==> src/rtl/fft_frame_pkg.sv <==
// Shared types and helpers for the FFT framing stage.
// State enum, frame-length clamp and point-count encoding.
package fft_frame_pkg;

  localparam int LEN_W = 4;

  typedef enum logic {
    IDLE = 1'b0,
    RUN  = 1'b1
  } state_e;

  function automatic logic [LEN_W-1:0] clamp_len(
    input logic [LEN_W-1:0] v,
    input int               lo,
    input int               hi
  );
    int x;
    x = int'(v);
    if (x < lo) return LEN_W'(lo);
    if (x > hi) return LEN_W'(hi);
    return v;
  endfunction

  function automatic logic [15:0] pts_of(
    input logic [LEN_W-1:0] len
  );
    return 16'(1) << len;
  endfunction

endpackage

==> src/rtl/st_skid_buf.sv <==
// Two-entry valid/ready skid buffer with registered in_ready.
// Ports: in_* upstream beat, out_* downstream beat, RST_DATA = reset payload.
module st_skid_buf #(
  parameter int           W        = 8,
  parameter logic [W-1:0] RST_DATA = '0
) (
  input  logic         clk,
  input  logic         rst_n,
  input  logic         in_valid_i,
  output logic         in_ready_o,
  input  logic [W-1:0] in_data_i,
  output logic         out_valid_o,
  input  logic         out_ready_i,
  output logic [W-1:0] out_data_o
);

  logic         main_v_q, main_v_d;
  logic         skid_v_q, skid_v_d;
  logic [W-1:0] main_q, main_d;
  logic [W-1:0] skid_q, skid_d;
  logic         pop;

  assign in_ready_o  = !skid_v_q;
  assign out_valid_o = main_v_q;
  assign out_data_o  = main_q;
  assign pop         = main_v_q && out_ready_i;

  always_comb begin
    main_v_d = main_v_q;
    main_d   = main_q;
    skid_v_d = skid_v_q;
    skid_d   = skid_q;
    if (pop) main_v_d = 1'b0;
    if (skid_v_q) begin
      // skid drains into main before anything new is taken
      if (pop) begin
        main_v_d = 1'b1;
        main_d   = skid_q;
        skid_v_d = 1'b0;
      end
    end else if (in_valid_i) begin
      if (!main_v_q || pop) begin
        main_v_d = 1'b1;
        main_d   = in_data_i;
      end else begin
        skid_v_d = 1'b1;
        skid_d   = in_data_i;
      end
    end
  end

  always_ff @(posedge clk or negedge rst_n) begin
    if (!rst_n) begin
      main_v_q <= 1'b0;
      skid_v_q <= 1'b0;
      main_q   <= RST_DATA;
      skid_q   <= '0;
    end else begin
      main_v_q <= main_v_d;
      skid_v_q <= skid_v_d;
      main_q   <= main_d;
      skid_q   <= skid_d;
    end
  end

endmodule

==> src/rtl/fft_frame_ctrl.sv <==
// Frames an ADC sample stream into sop/eop-tagged FFT sink beats.
// Ports: in_* sample stream, sink_* FFT core sink, cfg_* frame setup, status counters.
module fft_frame_ctrl
  import fft_frame_pkg::*;
#(
  parameter int DATA_W    = 14,
  parameter int MAX_LOG2  = 10,
  parameter int MIN_LOG2  = 3,
  parameter bit REAL_ONLY = 1'b1
) (
  input  logic                clk,
  input  logic                rst_n,
  input  logic                enable,
  input  logic [LEN_W-1:0]    cfg_len_log2,
  input  logic                cfg_inverse,
  input  logic                in_valid,
  output logic                in_ready,
  input  logic [DATA_W-1:0]   in_real,
  input  logic [DATA_W-1:0]   in_imag,
  output logic                sink_valid,
  input  logic                sink_ready,
  output logic                sink_sop,
  output logic                sink_eop,
  output logic [DATA_W-1:0]   sink_real,
  output logic [DATA_W-1:0]   sink_imag,
  output logic [1:0]          sink_error,
  output logic                inverse,
  output logic [MAX_LOG2:0]   fft_pts,
  output logic [15:0]         frame_cnt,
  output logic [15:0]         stall_cnt
);

  localparam int IW    = MAX_LOG2;
  localparam int PTS_W = MAX_LOG2 + 1;
  localparam int PW    = 3 + LEN_W + 2 * DATA_W;
  localparam logic [PW-1:0] RST_PL =
    {3'b000, LEN_W'(MAX_LOG2), {(2 * DATA_W){1'b0}}};

  state_e            state_q, state_d;
  logic [IW-1:0]     idx_q, idx_d, last_idx;
  logic [LEN_W-1:0]  len_q, len_d, cur_len, out_len;
  logic              inv_q, inv_d, cur_inv;
  logic              gate_q, gate_d;
  logic              skid_rdy, accept, first, last;
  logic [15:0]       frame_q, frame_d, stall_q, stall_d;
  logic [DATA_W-1:0] imag_in;
  logic [PW-1:0]     pl_in, pl_out;

  assign in_ready = gate_q && skid_rdy;
  assign accept   = in_valid && in_ready;

  // idx == 0 marks a frame boundary: config is sampled on that beat
  assign first    = (idx_q == '0);
  assign cur_len  = first ? clamp_len(cfg_len_log2, MIN_LOG2, MAX_LOG2) : len_q;
  assign cur_inv  = first ? cfg_inverse : inv_q;
  assign last_idx = ~({IW{1'b1}} << cur_len);
  assign last     = (idx_q == last_idx);
  assign imag_in  = REAL_ONLY ? '0 : in_imag;
  assign pl_in    = {first, last, cur_inv, cur_len, in_real, imag_in};

  always_comb begin
    state_d = state_q;
    idx_d   = idx_q;
    len_d   = len_q;
    inv_d   = inv_q;
    if (accept) begin
      len_d = cur_len;
      inv_d = cur_inv;
      if (last) begin
        idx_d   = '0;
        state_d = enable ? RUN : IDLE;
      end else begin
        idx_d   = idx_q + IW'(1);
        state_d = RUN;
      end
    end else if (state_q == RUN && first && !enable) begin
      state_d = IDLE;
    end
    // an open frame always runs to completion regardless of enable
    gate_d = enable || (state_d == RUN && idx_d != '0);
  end

  always_comb begin
    frame_d = frame_q;
    stall_d = stall_q;
    if (sink_valid && sink_ready && sink_eop) frame_d = frame_q + 16'd1;
    if (state_q == RUN && !first && !in_valid && stall_q != 16'hFFFF)
      stall_d = stall_q + 16'd1;
  end

  always_ff @(posedge clk or negedge rst_n) begin
    if (!rst_n) begin
      state_q <= IDLE;
      idx_q   <= '0;
      len_q   <= LEN_W'(MAX_LOG2);
      inv_q   <= 1'b0;
      gate_q  <= 1'b0;
      frame_q <= '0;
      stall_q <= '0;
    end else begin
      state_q <= state_d;
      idx_q   <= idx_d;
      len_q   <= len_d;
      inv_q   <= inv_d;
      gate_q  <= gate_d;
      frame_q <= frame_d;
      stall_q <= stall_d;
    end
  end

  st_skid_buf #(
    .W        (PW),
    .RST_DATA (RST_PL)
  ) u_skid (
    .clk         (clk),
    .rst_n       (rst_n),
    .in_valid_i  (accept),
    .in_ready_o  (skid_rdy),
    .in_data_i   (pl_in),
    .out_valid_o (sink_valid),
    .out_ready_i (sink_ready),
    .out_data_o  (pl_out)
  );

  assign {sink_sop, sink_eop, inverse, out_len, sink_real, sink_imag} = pl_out;
  assign fft_pts    = PTS_W'(pts_of(out_len));
  assign sink_error = 2'b00;
  assign frame_cnt  = frame_q;
  assign stall_cnt  = stall_q;

endmodule
==> config.mk <==
export PLATFORM = sky130hd
export DESIGN_NAME = fft_frame_ctrl
export DESIGN_NICKNAME = d
export VERILOG_FILES = /design/src/rtl/fft_frame_pkg.sv /design/src/rtl/st_skid_buf.sv /design/src/rtl/fft_frame_ctrl.sv
export SDC_FILE = /design/constraint.sdc
export NUM_CORES = 1
export LEC_CHECK = 0
export ABC_CLOCK_PERIOD_IN_PS = 4700
export BUFFER_PORTS_ARGS = -buffer_cell sky130_fd_sc_hd__buf_2
export CORE_ASPECT_RATIO = 1.2
export CORE_MARGIN = 2
export CORE_UTILIZATION = 46
export DETAILED_ROUTE_END_ITERATION = 10
export PLACE_DENSITY = 0.69
export REMOVE_ABC_BUFFERS = 1
export SETUP_SLACK_MARGIN = 0.1
export SLEW_MARGIN = 20
export SYNTH_ARGS = -nofsm -noshare
export SYNTH_HDL_FRONTEND = slang
export SYNTH_SLANG_ARGS = --single-unit
==> constraint.sdc <==
create_clock -name clk -period 4.7 [get_ports clk]
set_input_delay 0.235 -clock clk [delete_from_list [all_inputs] [get_ports clk]]
set_output_delay 0.235 -clock clk [all_outputs]
set_load 0.02 [all_outputs]
==> results.md <==
- Die height: 118 µm
- Io pins: 116
- Synth top area cells: dfrtp_1, nand2_1, xnor2_1
- Vias in the first global route: 3696
- Final setup fails: 0
- RSZ-0062 raised after global routing: false
- Setup TNS Final: 0 ps
- Via density: 5.22
- Final Hold Vio Count: 0
- Async set-reset flop share out of synthesis: 100%
- Fmax: 310 MHz
- CP arrival: 3430 ps
- Critical Path Sink Type: flop
- H-tree levels: 3
- Nets: 641
- Count of standard-cell rows: 41
- Slew Limit Headroom: 32.3%
- Critical path cell sequence: inv_1 > ha_1 > nor4b_4 > nand3_2 > and3_1 > o21ai_0 > or4b_1 > nor3_4 > a21oi_2
- Area grow syn2layout: 12.6%
- Total GRT Usage: 17.7%
- Placed instance area: 5260 µm²
- Final core utilization: 53.1%
- Clock Tree Buf Depth: 2
- CTS tree: yes
- Fin crit period: 3230 ps
- Clock Skew: 6.35 ps
- Ys flop type: dfrtp_1
- Grt ovf: 0
- Clock root cell: clkbuf_16
- Pre-CTS WS: 1470 ps
- Yosys top cell area share: 44.9%
- Worst Max-Slew Pin Slew: 1010 ps
- Largest net degree at the start of global routing: 49
- Clock buffer count from CTS: 9
- Register bit total from synthesis: 93
- Clock Sinks: 93
- Layout cells sized above 1: 20.7%
- DR WL/cell: 13.9 µm
- Post-synthesis average cell area: 9.12 µm²
- Drt total wl: 10200 µm
- FF-to-FF Start: idx_q[0]
- Post-synth top area cell: dfrtp_1
- DRC: 0
- Cell area after synthesis: 4960 µm²
- Slowest-stage cell, CP: or4b_1
- Placed cells: 716
- Clk slew on worst S/H paths: 70 ps
- Leak Pwr: 2.73 nW
- Final period util: 68.7%
- Max_cap viols: 0
- Fill count: 964
- Sequential fraction of the synthesis area: 47.0%
- Count leader, synth: nand2_1
- Starting density of the core: 47.2%
- Hold Startpoint: in_real[10]
- Post-detail-place hpwl: 7140 µm
- Cell variety after synth: 55
- CP peak stage delay: 620 ps
- Die Width: 98.8 µm
- Final WS setup: 1470 ps
- Critical path class: reg2reg
- Max-slew violations: 0
- Synth top cells by count: nand2_1, dfrtp_1, o21ai_0
- CP startpoint kind: flop
- Worst-path maximum fanout: 22
- Routability Congestion: 0.845
- Core area: 10500 µm²
- Status: finished, final reports clean
- Fin cells: 733
- Synth warn: 0
- Port Buffers: 85
- First-pass iteration count of the detailed router: 4
- Hold Crit Class: in2reg
- First-pass GRT wire length: 17300 µm
- Number of routed nets with antenna violations: 0
- Post-CTS Setup Bufs: 0
- Post-synth EDFFs: 0
- Power per cell area: 518 nW/µm²
- Cells after synthesis: 544
- Starting DRT DRC Count: 184
- Worst setup startpoint: idx_q[0]
- Total die area: 11600 µm²
- Antenna cells: 0
- Clk Latency, worst-skew pair: 330 ps
- Worst EP required: 4910 ps
- Peak VDD IR: 0.000351 V
- Non-Filler Cell Area, Final: 5580 µm²
- Vias: 3828
- Initial antenna violation count: 0
==> routing by layer <==
layer / vias to the layer above / share of wire [%] / global-route usage, %
met5: - / 0 / 0
met4: 0 / 1.2 / 5.91
met3: 10 / 3.9 / 2.32
met2: 85 / 50 / 29.5
met1: 1834 / 45 / 23.8
li1: 1899 / - / -
==> metrics by stage <==
stage | total power, mW | hold slack (ps)
detailed placement | 2.15 | 291
floorplan | 1.84 | -60.6
global placement | 2.11 | 272
finish | 2.89 | 102
CTS | 2.92 | 92.1
global route | 3.08 | 105
==> critical path, delay by kind of cell (launching register included) <==
kind | cells | cell delay (ps)
simple gates | 5 | 2070
fa+ha+maj | 1 | 180
buf+inv | 1 | 160
flops | 1 | 450
compound gates | 2 | 230
==> registers in the layout, summed over array words and instances (netlist names) <==
name,cells
state_q,1
u_skid.skid_v_q,1
u_skid.out_valid_o,1
len_q,4
frame_cnt,16
idx_q,10
gate_q,1
inv_q,1
u_skid.skid_q,21
stall_cnt,16
u_skid.out_data_o,21
==> cells by family after synthesis <==
family	count (synthesis)	share of synthesized area, %
XOR/XNOR	40	7.06
multiplexers	22	4.54
AO/OA/AOI/OAI	93	11.2
other	1	0.0756
AND/OR/NAND/NOR	221	20.9
flip-flops	93	47.0
adder cells (fa/ha/maj)	4	1.01
buffers and inverters	70	8.25
==> path summary, 6_finish.rpt <==
| kind | endpoint | slack, ps | cells past startpoint |
|---|---|---|---|
| max reg2reg | state_q | 1470 | 9 |
| max | state_q | 1470 | 9 |
| max in group asynchronous | len_q[0] | 3220 | 3 |
| min in group asynchronous | stall_cnt[8] | 440 | 2 |
| min reg2reg | frame_cnt[15] | 470 | 1 |
| min | u_skid.skid_q[24] | 100 | 3 |
==> layout make-up <==
class                      count  area [µm²]  share of cell area (%)
inverter                      10        37.5                   0.672
timing repair buffer          89         460                    8.25
multi-input combinational    396        2280                    40.8
clock buffer                  10         239                    4.28
clock inverter                 6        75.1                    1.34
tap                          129         161                    2.89
sequential                    93        2330                    41.8
==> cells in the final DEF, fill, tap and decap left out, types with 2 or more instances in the layout <==
cell         n
a211oi_1     2
a21o_1       4
a21oi_1     18
a31oi_1      2
and2_1       3
and3_1       7
buf_2       84
buf_4        4
clkbuf_16    9
conb_1      16
dfrtp_1     89
dfstp_2      4
ha_1         4
inv_1       10
inv_6        2
mux2_2       4
mux2i_1     18
nand2_1    105
nand2b_1     7
nand3_1     23
nand4_1      8
nor2_1      40
nor2b_1      3
nor3_1       7
nor4_1       3
o211ai_1     4
o21ai_0     43
o21ai_2      2
o22ai_1      2
o31ai_1      6
or2_2        4
xnor2_1     31
xor2_1       9
==> power by group <==
| group | switching, mW | total (mW) | internal [mW] |
|---|---|---|---|
| clock | 0.320 | 0.755 | 0.436 |
| sequential | 0.200 | 1.20 | 0.996 |
| combinational | 0.583 | 0.941 | 0.358 |
==> timing repair <==
action	in CTS	in global routing
endpoints found under the hold margin	45	0
hold buffers	1	0
resized for setup	0	0
No activity file was read; power rests on OpenSTA's default activity.
